<file path="config.mk">
export PLATFORM = sky130hd
export DESIGN_NAME = mouse_send_byte
export DESIGN_NICKNAME = d
export VERILOG_FILES = /design/src/rtl/mouse_send_byte.sv
export SDC_FILE = /design/constraint.sdc
export NUM_CORES = 1
export LEC_CHECK = 0
export CORE_MARGIN = 2
export CORE_UTILIZATION = 55
export CTS_BUF_LIST = sky130_fd_sc_hd__clkbuf_4
export CTS_CLUSTER_SIZE = 24
export DETAILED_ROUTE_END_ITERATION = 10
export GPL_ROUTABILITY_DRIVEN = 0
export PLACE_DENSITY = 0.79
export SYNTH_ARGS = -nofsm -noshare
export SYNTH_HDL_FRONTEND = slang
export SYNTH_SLANG_ARGS = --single-unit
</file>
<file path="constraint.sdc">
create_clock -name clk -period 3.8 [get_ports clk]
set_input_delay 0.76 -clock clk [delete_from_list [all_inputs] [get_ports clk]]
set_output_delay 0.76 -clock clk [all_outputs]
set_load 0.01 [all_outputs]
</file>
<file path="src/rtl/mouse_send_byte.sv">
`timescale 1ns/1ps
// mouse_send_byte: host-to-device PS/2 transmitter. Sends one command byte to the
// mouse by inhibiting the bus, issuing request-to-send, shifting 8 data bits LSB-first,
// then odd parity and stop, and finally checking the device ACK.
//
// Ports:
//   clk, rst_n           main clock, asynchronous active-low reset
//   i_ps2_clk/i_ps2_data raw (asynchronous) PS/2 line levels
//   o_clk_oe/o_data_oe   1 = pull the corresponding open-drain line low
//   i_valid/i_byte       send request and command byte, taken when o_ready=1
//   o_ready              high in IDLE only
//   o_busy               high in every state except IDLE (gates the byte receiver)
//   o_done/o_error       one-cycle completion pulses (ACK received / timeout or no ACK)
module mouse_send_byte #(
    parameter int unsigned INHIBIT_CYCLES = 5000,
    parameter int unsigned TIMEOUT_CYCLES = 750000,
    parameter int unsigned SYNC_STAGES    = 2
) (
    input  logic       clk,
    input  logic       rst_n,
    input  logic       i_ps2_clk,
    input  logic       i_ps2_data,
    output logic       o_clk_oe,
    output logic       o_data_oe,
    input  logic       i_valid,
    input  logic [7:0] i_byte,
    output logic       o_ready,
    output logic       o_busy,
    output logic       o_done,
    output logic       o_error
);

    localparam int unsigned MaxCycles =
        (INHIBIT_CYCLES > TIMEOUT_CYCLES) ? INHIBIT_CYCLES : TIMEOUT_CYCLES;
    localparam int unsigned CntW = $clog2(MaxCycles + 1);
    localparam logic [CntW-1:0] InhibitLast = CntW'(INHIBIT_CYCLES - 1);
    localparam logic [CntW-1:0] TimeoutLast = CntW'(TIMEOUT_CYCLES - 1);

    typedef enum logic [2:0] {
        StIdle,
        StInhibit,
        StRts,
        StXfer,
        StWaitIdle,
        StDone,
        StErr
    } state_e;

    logic [SYNC_STAGES-1:0] clk_sync_q;
    logic [SYNC_STAGES-1:0] data_sync_q;
    logic                   sc_prev_q;
    logic                   sc;
    logic                   sd;
    logic                   fall;

    state_e          state_q;
    logic [CntW-1:0] cnt_q;
    logic [3:0]      edge_q;
    logic [9:0]      shift_q;
    logic            clk_oe_q;
    logic            data_oe_q;
    logic            ready_q;
    logic            busy_q;
    logic            done_q;
    logic            error_q;

    // Idle bus level is high, so synchronizers reset to 1 to avoid a false fall.
    always_ff @(posedge clk or negedge rst_n) begin
        if (!rst_n) begin
            clk_sync_q  <= '1;
            data_sync_q <= '1;
            sc_prev_q   <= 1'b1;
        end else begin
            clk_sync_q  <= SYNC_STAGES'({clk_sync_q, i_ps2_clk});
            data_sync_q <= SYNC_STAGES'({data_sync_q, i_ps2_data});
            sc_prev_q   <= sc;
        end
    end

    assign sc   = clk_sync_q[SYNC_STAGES-1];
    assign sd   = data_sync_q[SYNC_STAGES-1];
    assign fall = sc_prev_q & ~sc;

    always_ff @(posedge clk or negedge rst_n) begin
        if (!rst_n) begin
            state_q   <= StIdle;
            cnt_q     <= '0;
            edge_q    <= '0;
            shift_q   <= '0;
            clk_oe_q  <= 1'b0;
            data_oe_q <= 1'b0;
            ready_q   <= 1'b1;
            busy_q    <= 1'b0;
            done_q    <= 1'b0;
            error_q   <= 1'b0;
        end else begin
            done_q  <= 1'b0;
            error_q <= 1'b0;
            unique case (state_q)
                StIdle: begin
                    if (i_valid) begin
                        // {stop, odd parity, data}; shifted out LSB-first.
                        shift_q  <= {1'b1, ~^i_byte, i_byte};
                        cnt_q    <= '0;
                        edge_q   <= '0;
                        clk_oe_q <= 1'b1;
                        ready_q  <= 1'b0;
                        busy_q   <= 1'b1;
                        state_q  <= StInhibit;
                    end
                end
                StInhibit: begin
                    if (cnt_q == InhibitLast) begin
                        data_oe_q <= 1'b1;  // start bit
                        state_q   <= StRts;
                    end else begin
                        cnt_q <= cnt_q + 1'b1;
                    end
                end
                StRts: begin
                    clk_oe_q <= 1'b0;
                    cnt_q    <= '0;
                    state_q  <= StXfer;
                end
                StXfer: begin
                    if (fall) begin
                        cnt_q  <= '0;
                        edge_q <= edge_q + 1'b1;
                        if (edge_q == 4'd10) begin
                            // Fall 11: device should be holding data low as ACK.
                            if (!sd) begin
                                state_q <= StWaitIdle;
                            end else begin
                                state_q   <= StErr;
                                error_q   <= 1'b1;
                                data_oe_q <= 1'b0;
                            end
                        end else begin
                            // Falls 1..10: data, parity, then stop (releases the line).
                            data_oe_q <= ~shift_q[0];
                            shift_q   <= {1'b1, shift_q[9:1]};
                        end
                    end else if (cnt_q == TimeoutLast) begin
                        state_q   <= StErr;
                        error_q   <= 1'b1;
                        data_oe_q <= 1'b0;
                    end else begin
                        cnt_q <= cnt_q + 1'b1;
                    end
                end
                StWaitIdle: begin
                    data_oe_q <= 1'b0;
                    if (sc && sd) begin
                        state_q <= StDone;
                        done_q  <= 1'b1;
                    end else if (cnt_q == TimeoutLast) begin
                        state_q <= StErr;
                        error_q <= 1'b1;
                    end else begin
                        cnt_q <= cnt_q + 1'b1;
                    end
                end
                StDone, StErr: begin
                    clk_oe_q  <= 1'b0;
                    data_oe_q <= 1'b0;
                    ready_q   <= 1'b1;
                    busy_q    <= 1'b0;
                    state_q   <= StIdle;
                end
                default: begin
                    clk_oe_q  <= 1'b0;
                    data_oe_q <= 1'b0;
                    ready_q   <= 1'b1;
                    busy_q    <= 1'b0;
                    state_q   <= StIdle;
                end
            endcase
        end
    end

    assign o_clk_oe  = clk_oe_q;
    assign o_data_oe = data_oe_q;
    assign o_ready   = ready_q;
    assign o_busy    = busy_q;
    assign o_done    = done_q;
    assign o_error   = error_q;

endmodule

</file>
======== After elaboration in Yosys (flattened, before gate mapping) ========
Cells that the tools add are included.
storage, ports and cells
  register bits after elaboration ......... 48
  output and inout port bits .............. 6
  word-level logic and storage cells ...... 92
  bits of input ports ..................... 13
cells by class
  reductions and logical operators ........ 15
  add/subtract/negate cells ............... 2
  equal/unequal tests ..................... 16
  multiplexer cells ....................... 40
  bitwise gates (word level) .............. 6
operators by type and width
  cell                                                                number
  20-bit 2-to-1 mux                                                   5
  20-bit case mux with 5 select lines                                 1
  10-bit 2-to-1 mux                                                   3
  20-bit by 1-bit adder with 20-bit output (second input constant)    1
  20-bit by 13-bit == test with 1-bit output (second input constant)  1
  20-bit == test (second input constant)                              1
  10-bit case mux with 2 select lines                                 1
  3-bit 2-to-1 mux                                                    6
  3-bit case mux with 5 select lines                                  1
  1-bit 2-to-1 mux                                                    14
  2-bit != test (second input constant)                               6
  4-bit AND reduction                                                 3
  4-bit 2-to-1 mux                                                    2
  1-bit case mux with 2 select lines                                  4
  4-bit case mux with 2 select lines                                  1
  8-bit XNOR reduction                                                1
  3-bit by 2-bit == test with 1-bit output (second input constant)    2
  3-bit != test (second input constant)                               2
  3-bit AND reduction                                                 2
  1-bit NOT                                                           5
  5-bit nonzero test                                                  1
  4-bit by 1-bit adder with 4-bit output (second input constant)      1
  4-bit == test (second input constant)                               1
  4-bit != test (second input constant)                               1
  12 further kinds                                                    13

======== Depth between registers and ports, before layout ========
Gate-level depths: netlist (run 1).
  word-level depth ........................ 4
  gate-level depth with buffers ........... 8
  mapped depth without buffers ............ 7

======== Least setup slack after synthesis (run 1) ========
Ideal clock, no wire load.
  kind .................................... reg-to-reg
  start ................................... register cnt_q[0]
  end ..................................... register data_oe_q, in the netlist o_data_oe
  library setup time ...................... 0.126 ns
  buffers on the path ..................... 0
  data required time ...................... 3.674 ns
  arrival ................................. 1.899 ns
  cell stages (with the launch flop) ...... 7
  setup slack ............................. 1.775 ns
  clock period less this slack ............ 2.025 ns
  path through ............................ dfrtp_1 > ha_1 > inv_1 > or4_4 > a22o_1 > and2_0 > a311o_1
between the ends
  cells in the longest elaborated chain, start to end .. 3
  elaborated cells on any way between the ends .. 5
  classes of those cells .................. eq/ne (4); reduce/logical (1)
ends and longest elaborated chain
  element                                                                       RTL line  source
  start: declaration                                                            57        logic [CntW-1:0] cnt_q;
  start signal: assignment                                                      117       cnt_q <= cnt_q + 1'b1;
  start signal: assignment                                                      148       cnt_q <= cnt_q + 1'b1;
  start signal: assignment                                                      160       cnt_q <= cnt_q + 1'b1;
  20-bit == test or 20-bit by 13-bit == test with 1-bit output (tied branches)  143, 113
  3-bit != test (no line) or 2-bit != test (tied branches)                      --
  4-bit AND reduction (no line) *                                               --
  end signal: assignment                                                        140       data_oe_q <= ~shift_q[0];
  end: declaration                                                              61        logic data_oe_q;
Mark *: on every way between the ends. The rest lies on a longest branch, timed or not.
A chain may end at the register's enable or synchronous reset.

======== Final worst setup path (run 1) ========
  start ................................... register cnt_q[0]
  end ..................................... register cnt_q[15]
between the ends
  cells in the longest elaborated chain, start to end .. 4
  elaborated cells on any way between the ends .. 10
  classes of those cells .................. add/sub (1); eq/ne (3); mux (5); reduce/logical (1)
ends and longest elaborated chain
  element                                                                     RTL line  source
  20-bit by 1-bit adder with 20-bit output or 20-bit == test (tied branches)  --
  20-bit 2-to-1 mux                                                           143, 156
  20-bit 2-to-1 mux (on tied branches)                                        153, 126
  20-bit case mux with 5 select lines                                         99        unique case (state_q)
Several ways; a longest one is shown, not always the timed one. The select of a mux whose other input is x is not followed.

==> qor.yml, run 1 <==
port-buffer-count: 18
dp_slack_ns: 0.9257
yosys-top-cells-area: "dfrtp_1 (40%), dfstp_2 (5.9%), a21oi_1 (4.5%)"
cts.repair.resized: 0
clock.fmax_mhz: 377.7
hold-worst-slack_ns: 0.3637
crit_path_cell_trace: "ha_1 > inv_1 > or4_4 > a21oi_4 > nand2b_1 > o21ai_0"
yosysSeqAreaShare_pct: 45.52
start_util_pct: 56.59
clk_path_buf_depth: 2
setup_violations: 0
syn2layout_area_growth_pct: 10.51
cts_hold_buf: 0
topRoutingLayerUsed: "met4"
p_total_mw: 0.8794
synth_edf_count: 0
cts_tree: "done"
synth_cell_types: 51
antenna_found_initial: 0
period_share_pct: 69.68
cts_setup_buffers: 0
met2WireLength_um: 2661
path_class: "reg2reg"
hold_viol: 0
rows: 25
switchingPower_mw: 0.2000
numCtsBuffers: 5
route.detailed.drc: 0
syn_nets: 302
die_area_sq_mm: 0.005399
critPathSlowestCell: "or4_4"
ys.flop_type: "dfrtp_1"
maxSlewViolCount: 0
yosysTopAreaCell: "dfrtp_1"
layout-drive-gt1-share_pct: 8.638
critical-path-top-delay-family: "simple AND/OR/NAND/NOR gates"
wl_met1_um: 2437
cts_root_buf: "clkbuf_4"
wl_met3_um: 292
wl_per_cell_um: 15.45
nNetsFinal: 316
grt_usage_pct: 22.71
crit_buf_inv: 1
slowest_delay_ns: 0.60
powerDensity_mw_per_mm2: 299.7
stdcell_area_sq_mm: 0.002934
synth_common_cells: "dfrtp_1 (42), nor2_1 (29), a21oi_1 (24)"
worstPathArrival_ns: 2.90
finalClockSkew_ns: 0.01067
clock-sinks: 48
dr_total_vias: 2186
core_area_sq_mm: 0.004692
syn_area_per_cell_sq_um: 9.283
dpl.hpwl_um: 3860
path_max_fanout: 25
rsz0062_at_grt: "no"
die_w_um: 73.48
boundaryPins: 19
post_dp_cell_area_sq_mm: 0.002850
p_sw_share_pct: 22.74
worst_pin_slew_ns: 1.046
grt.overflow.total: 0
fp.dieH_um: 73.48
via_per_inst: 6.158
pwr-share-clk_pct: 35.9
clk_latency_ns: 0.37
insertedDiodeCount: 0
grt_max_degree: 49
irDropWorstVdd_v: 0.0001749
grt_pass1_vias: 2059
hp-class: "reg2reg"
netlist.area_leader.share_pct: 39.59
post-route-util_pct: 62.53
drtAntennaViolNets: 0
synth_most_common_cell: "dfrtp_1"
setup_tns_ns: 0
drtIter0Drc: 223
h-tree-depth: 2
pwr-share-comb_pct: 5.2
clk_pin_slew_ns: 0.15
maxCapViolations: 0
power_leakage_nw: 1.245
relSlewSlack_pct: 30.30
drt_wl_total_um: 5484
endpoint_kind: "flop"
synth-async-reset-ratio_pct: 100.0
post_synth_inst_count: 286
synth-seq-cells: 48
p_int_mw: 0.6794
pwr-share-seq_pct: 58.9
cp-start-kind: "flop"
drt_first_pass_iters: 4
ys_warn_count: 0
setup_ws_ns: 1.152
synth_area_sq_mm: 0.002655
dp.cells: 347
final_cells: 355
grt_pass1_wl_um: 9556
fin_crit_ns: 2.648
status: "finished clean"
required_ns: 4.06
==> per-layer routing <==
metal	track usage, %	vias up
met1	30.35	1039
met2	36.90	67
met3	5.350	12
met5	0	-
li1	-	1068
met4	6.465	0
==> logic make-up after synthesis <==
kind of cell | synth area share (%)
AO/OA/AOI/OAI | 18.66
AND/OR/NAND/NOR | 24.13
XOR/XNOR | 2.639
flip-flops | 45.52
multiplexers | 4.147
buffers and inverters | 3.487
adder cells (fa/ha/maj) | 1.414
==> sequential cells by signal (all words and copies together), names as in the netlist, 2 cells and up <==
register / cells
clk_sync_q: 2
shift_q: 10
cnt_q: 20
state_q: 3
data_sync_q: 2
edge_q: 4
==> path summary, 6_finish.rpt <==
| check | slack (ns) | depth (start not counted) | to | from |
|---|---|---|---|---|
| max in group asynchronous | 2.62 | 1 | cnt_q[16] | rst_n |
| min reg2reg | 0.36 | 0 | data_sync_q[1] | data_sync_q[0] |
| min | 0.36 | 0 | data_sync_q[1] | data_sync_q[0] |
| max | 1.15 | 6 | cnt_q[15] | cnt_q[0] |
| min in group asynchronous | 0.55 | 1 | o_clk_oe | rst_n |
| max reg2reg | 1.15 | 6 | cnt_q[15] | cnt_q[0] |
==> layout by cell type, fill, tap and decap left out, types with 2 or more instances in the layout <==
cell	n
a21oi_1	24
a2bb2oi_1	2
a31oi_1	3
and2_1	6
and3_1	5
and4_1	2
and4b_1	2
clkbuf_4	5
clkdlybuf4s50_1	17
dfrtp_1	42
dfstp_2	6
ha_1	3
inv_1	10
mux2i_1	11
nand2_1	20
nand2b_1	6
nand3_1	13
nand3b_1	3
nand4_1	8
nor2_1	29
nor2b_1	4
nor3_1	3
nor4b_4	2
o21ai_0	21
o21ai_1	3
o22a_1	3
o22ai_1	5
o31ai_1	9
or2_2	2
xnor2_1	8
==> cell type report <==
class | instances | area [sq um]
clock inverter | 3 | 46.29
clock buffer | 5 | 37.54
sequential | 48 | 1209
tap | 54 | 67.56
fill | 392 | 1758
multi-input combinational | 216 | 1354
timing repair buffer | 19 | 182.7
inverter | 10 | 37.54
==> worst register-to-register path: stages, from the launching register on <==
cell and delay (ns):
dfrtp_1 0.44, ha_1 0.32, inv_1 0.13, or4_4 0.60, a21oi_4 0.50, nand2b_1 0.39, o21ai_0 0.15
==> power groups by stage <==
stage	clock (mW)	sequential [mW]	combinational, mW
4_1_cts	0.327	0.518	0.0470
2_1_floorplan	0	0.526	0.0202
3_5_place_dp	0	0.527	0.0468
3_3_place_gp	0	0.527	0.0464
6_report	0.316	0.518	0.0457
5_1_grt	0.346	0.518	0.0520
Note: power is estimated with default switching activity, not from simulation.
==> inputs of run 2 (changes only) <==
PLACE_DENSITY = 0.82   (was 0.79)
clock period = 2.25 ns   (was 3.8 ns; I/O delays follow)
==> run 2 against run 1 <==
Effect of this change:
- clock skew grew 0.0068 ns
- register-to-register slack lost 1.1 ns
- sequential cell count is the same
- first-iteration DRC count shrank 13%
- sequential share of layout area shrank 1.9 points
- sequential power grew 69%
- critical path depth is the same
- largest power group unchanged
==> qor.yml, run 2 (synthesized netlist as in run 1, its figures left out) <==
status: "finished clean"
dp_slack_ns: 0.06831  # -0.8574 ns
cp-endpoint: "o_data_oe"
finalClockSkew_ns: 0.01748  # +0.006802 ns
fp.dieH_um: 73.48  # unchanged
setup_tns_ns: 0  # unchanged
dr_total_vias: 2313  # +5.8%
dpl.hpwl_um: 4186  # +8.4%
endpoint_kind: "flop"
slowest_delay_ns: 0.48  # -0.12 ns
final_common_cell: "dfrtp_1"
maxCapViolations: 0  # unchanged
final_cells: 373  # +5.1%
cts_setup_buffers: 0  # unchanged
layout-drive-gt1-share_pct: 14.42  # +5.8 points
crit_start: "cnt_q[4]"
grt_pass1_wl_um: 9735  # +1.9%
rsz0062_at_grt: "no"
hold-worst-slack_ns: 0.03653  # -0.3272 ns
insertedDiodeCount: 0  # unchanged
drt_first_pass_iters: 5  # +1
rrSetupSlack_ns: 0.08  # -1.07 ns
via_per_inst: 6.201  # +0.70%
core_area_sq_mm: 0.004692  # unchanged
irDropWorstVdd_v: 0.0004512  # +160%
port-buffer-count: 18  # unchanged
largest_register: "cnt_q"
worstPathArrival_ns: 2.49  # -0.41 ns
reg_top3: "cnt_q x20, shift_q x10, edge_q x4"
syn2layout_area_growth_pct: 16.16
grt_max_degree: 26  # -47%
cts_root_buf: "clkbuf_4"
dp.cells: 365  # +5.2%
fillers: 375  # -4.3%
start_util_pct: 56.59  # unchanged
wl_met3_um: 308  # +5.5%
path_max_fanout: 4  # -84%
worst_pin_slew_ns: 0.9574  # -0.08814 ns
grt_usage_pct: 23.12  # +0.41 points
largest_reg_flops: 20  # unchanged
cts_tree: "done"
wl_per_cell_um: 15.53  # +0.54%
rows: 25  # unchanged
antenna_found_initial: 0  # unchanged
met2WireLength_um: 2693  # +1.2%
die_w_um: 73.48  # unchanged
numCtsBuffers: 5  # unchanged
route.detailed.drc: 0  # unchanged
wl_met1_um: 2676  # +9.8%
clk_latency_ns: 0.37  # about the same
grt.overflow.total: 0  # unchanged
worst_r2r_path_depth: 6  # unchanged
nNetsFinal: 334  # +5.7%
clock-sinks: 48  # unchanged
drtAntennaViolNets: 0  # unchanged
post_dp_cell_area_sq_mm: 0.002998  # +5.2%
post-route-util_pct: 65.73  # +3.2 points
regToRegEndpoint: "o_data_oe"
path_class: "reg2reg"
die_area_sq_mm: 0.005399  # unchanged
powerDensity_mw_per_mm2: 487.1  # +63%
cts.repair.resized: 0  # unchanged
stdcell_area_sq_mm: 0.003084  # +5.1%
crit_path_cell_trace: "nor4b_4 > nand4_1 > or4_4 > a22o_1 > nor4b_2 > a311o_1"
boundaryPins: 19  # unchanged
hold_viol: 0  # unchanged
power_leakage_nw: 1.339  # +7.5%
hp-class: "in2async"
clk_pin_slew_ns: 0.16  # about the same
topRoutingLayerUsed: "met4"
drt_wl_total_um: 5793  # +5.6%
drtIter0Drc: 193  # -13%
grt_pass1_vias: 2106  # +2.3%
fin_crit_ns: 2.166  # -0.4819 ns
final_cell_mix: "dfrtp_1 (40), nor2_1 (29), a21oi_1 (24), o21ai_0 (21), nand2_1 (20)"
relSlewSlack_pct: 36.17  # +5.9 points
cp-start-kind: "flop"
p_total_mw: 1.502  # +71%
h-tree-depth: 2  # unchanged
reg2reg_from: "cnt_q[4]"
critPathSlowestCell: "or4_4"
setup_violations: 0  # unchanged
clock.fmax_mhz: 461.7  # +22%
setup_ws_ns: 0.08413  # -1.068 ns
clk_path_buf_depth: 2  # unchanged
cts_hold_buf: 0  # unchanged
period_share_pct: 96.26  # +27 points
maxSlewViolCount: 0  # unchanged
required_ns: 2.58  # -1.48 ns
-- run 2: cell types whose count changed in the layout (fill, tap and decap cells not counted), sizes merged --
| cell | change |
|---|---|
| buf | +18 |
-- run 2: worst max-delay path: cells and delay by family, from the launching register on --
kind / cells / cell delay (ns)
simple gates: 4 / 1.25
flops: 1 / 0.46
compound gates: 2 / 0.43
-- run 2: per-layer routing --
| layer | GRT usage [%] | vias to the layer above |
|---|---|---|
| met4 | 7.677 | 0 |
| li1 | - | 1108 |
| met1 | 33.36 | 1097 |
| met5 | 0 | - |
| met3 | 4.115 | 17 |
| met2 | 35.22 | 91 |
-- run 2: how the worst min path moves through the flow --
stage | start | endpoint | slack [ns] | cells past startpoint
CTS | rst_n | shift_q[8] | 0.05 | 1
floorplan | rst_n | cnt_q[0] | 0.15 | 0
global placement | clk_sync_q[0] | clk_sync_q[1] | 0.35 | 0
finish | rst_n | shift_q[8] | 0.04 | 1
global route | rst_n | shift_q[3] | 0.06 | 1
detailed placement | data_sync_q[0] | data_sync_q[1] | 0.35 | 0
-- run 2: power by group --
group          leakage [nW]  internal (mW)  switching (mW)
sequential            0.573          0.871         0.00351
clock                0.0418          0.238           0.302
combinational         0.724         0.0439          0.0438
-- run 2: area by class of cell --
| class | count | area, sq um | share of cell area (%) |
|---|---|---|---|
| clock inverter | 3 | 46.29 | 1.501 |
| clock buffer | 5 | 37.54 | 1.217 |
| sequential | 48 | 1211 | 39.27 |
| multi-input combinational | 216 | 1354 | 43.89 |
| inverter | 10 | 37.54 | 1.217 |
| tap | 54 | 67.56 | 2.191 |
| timing repair buffer | 37 | 330.3 | 10.71 |
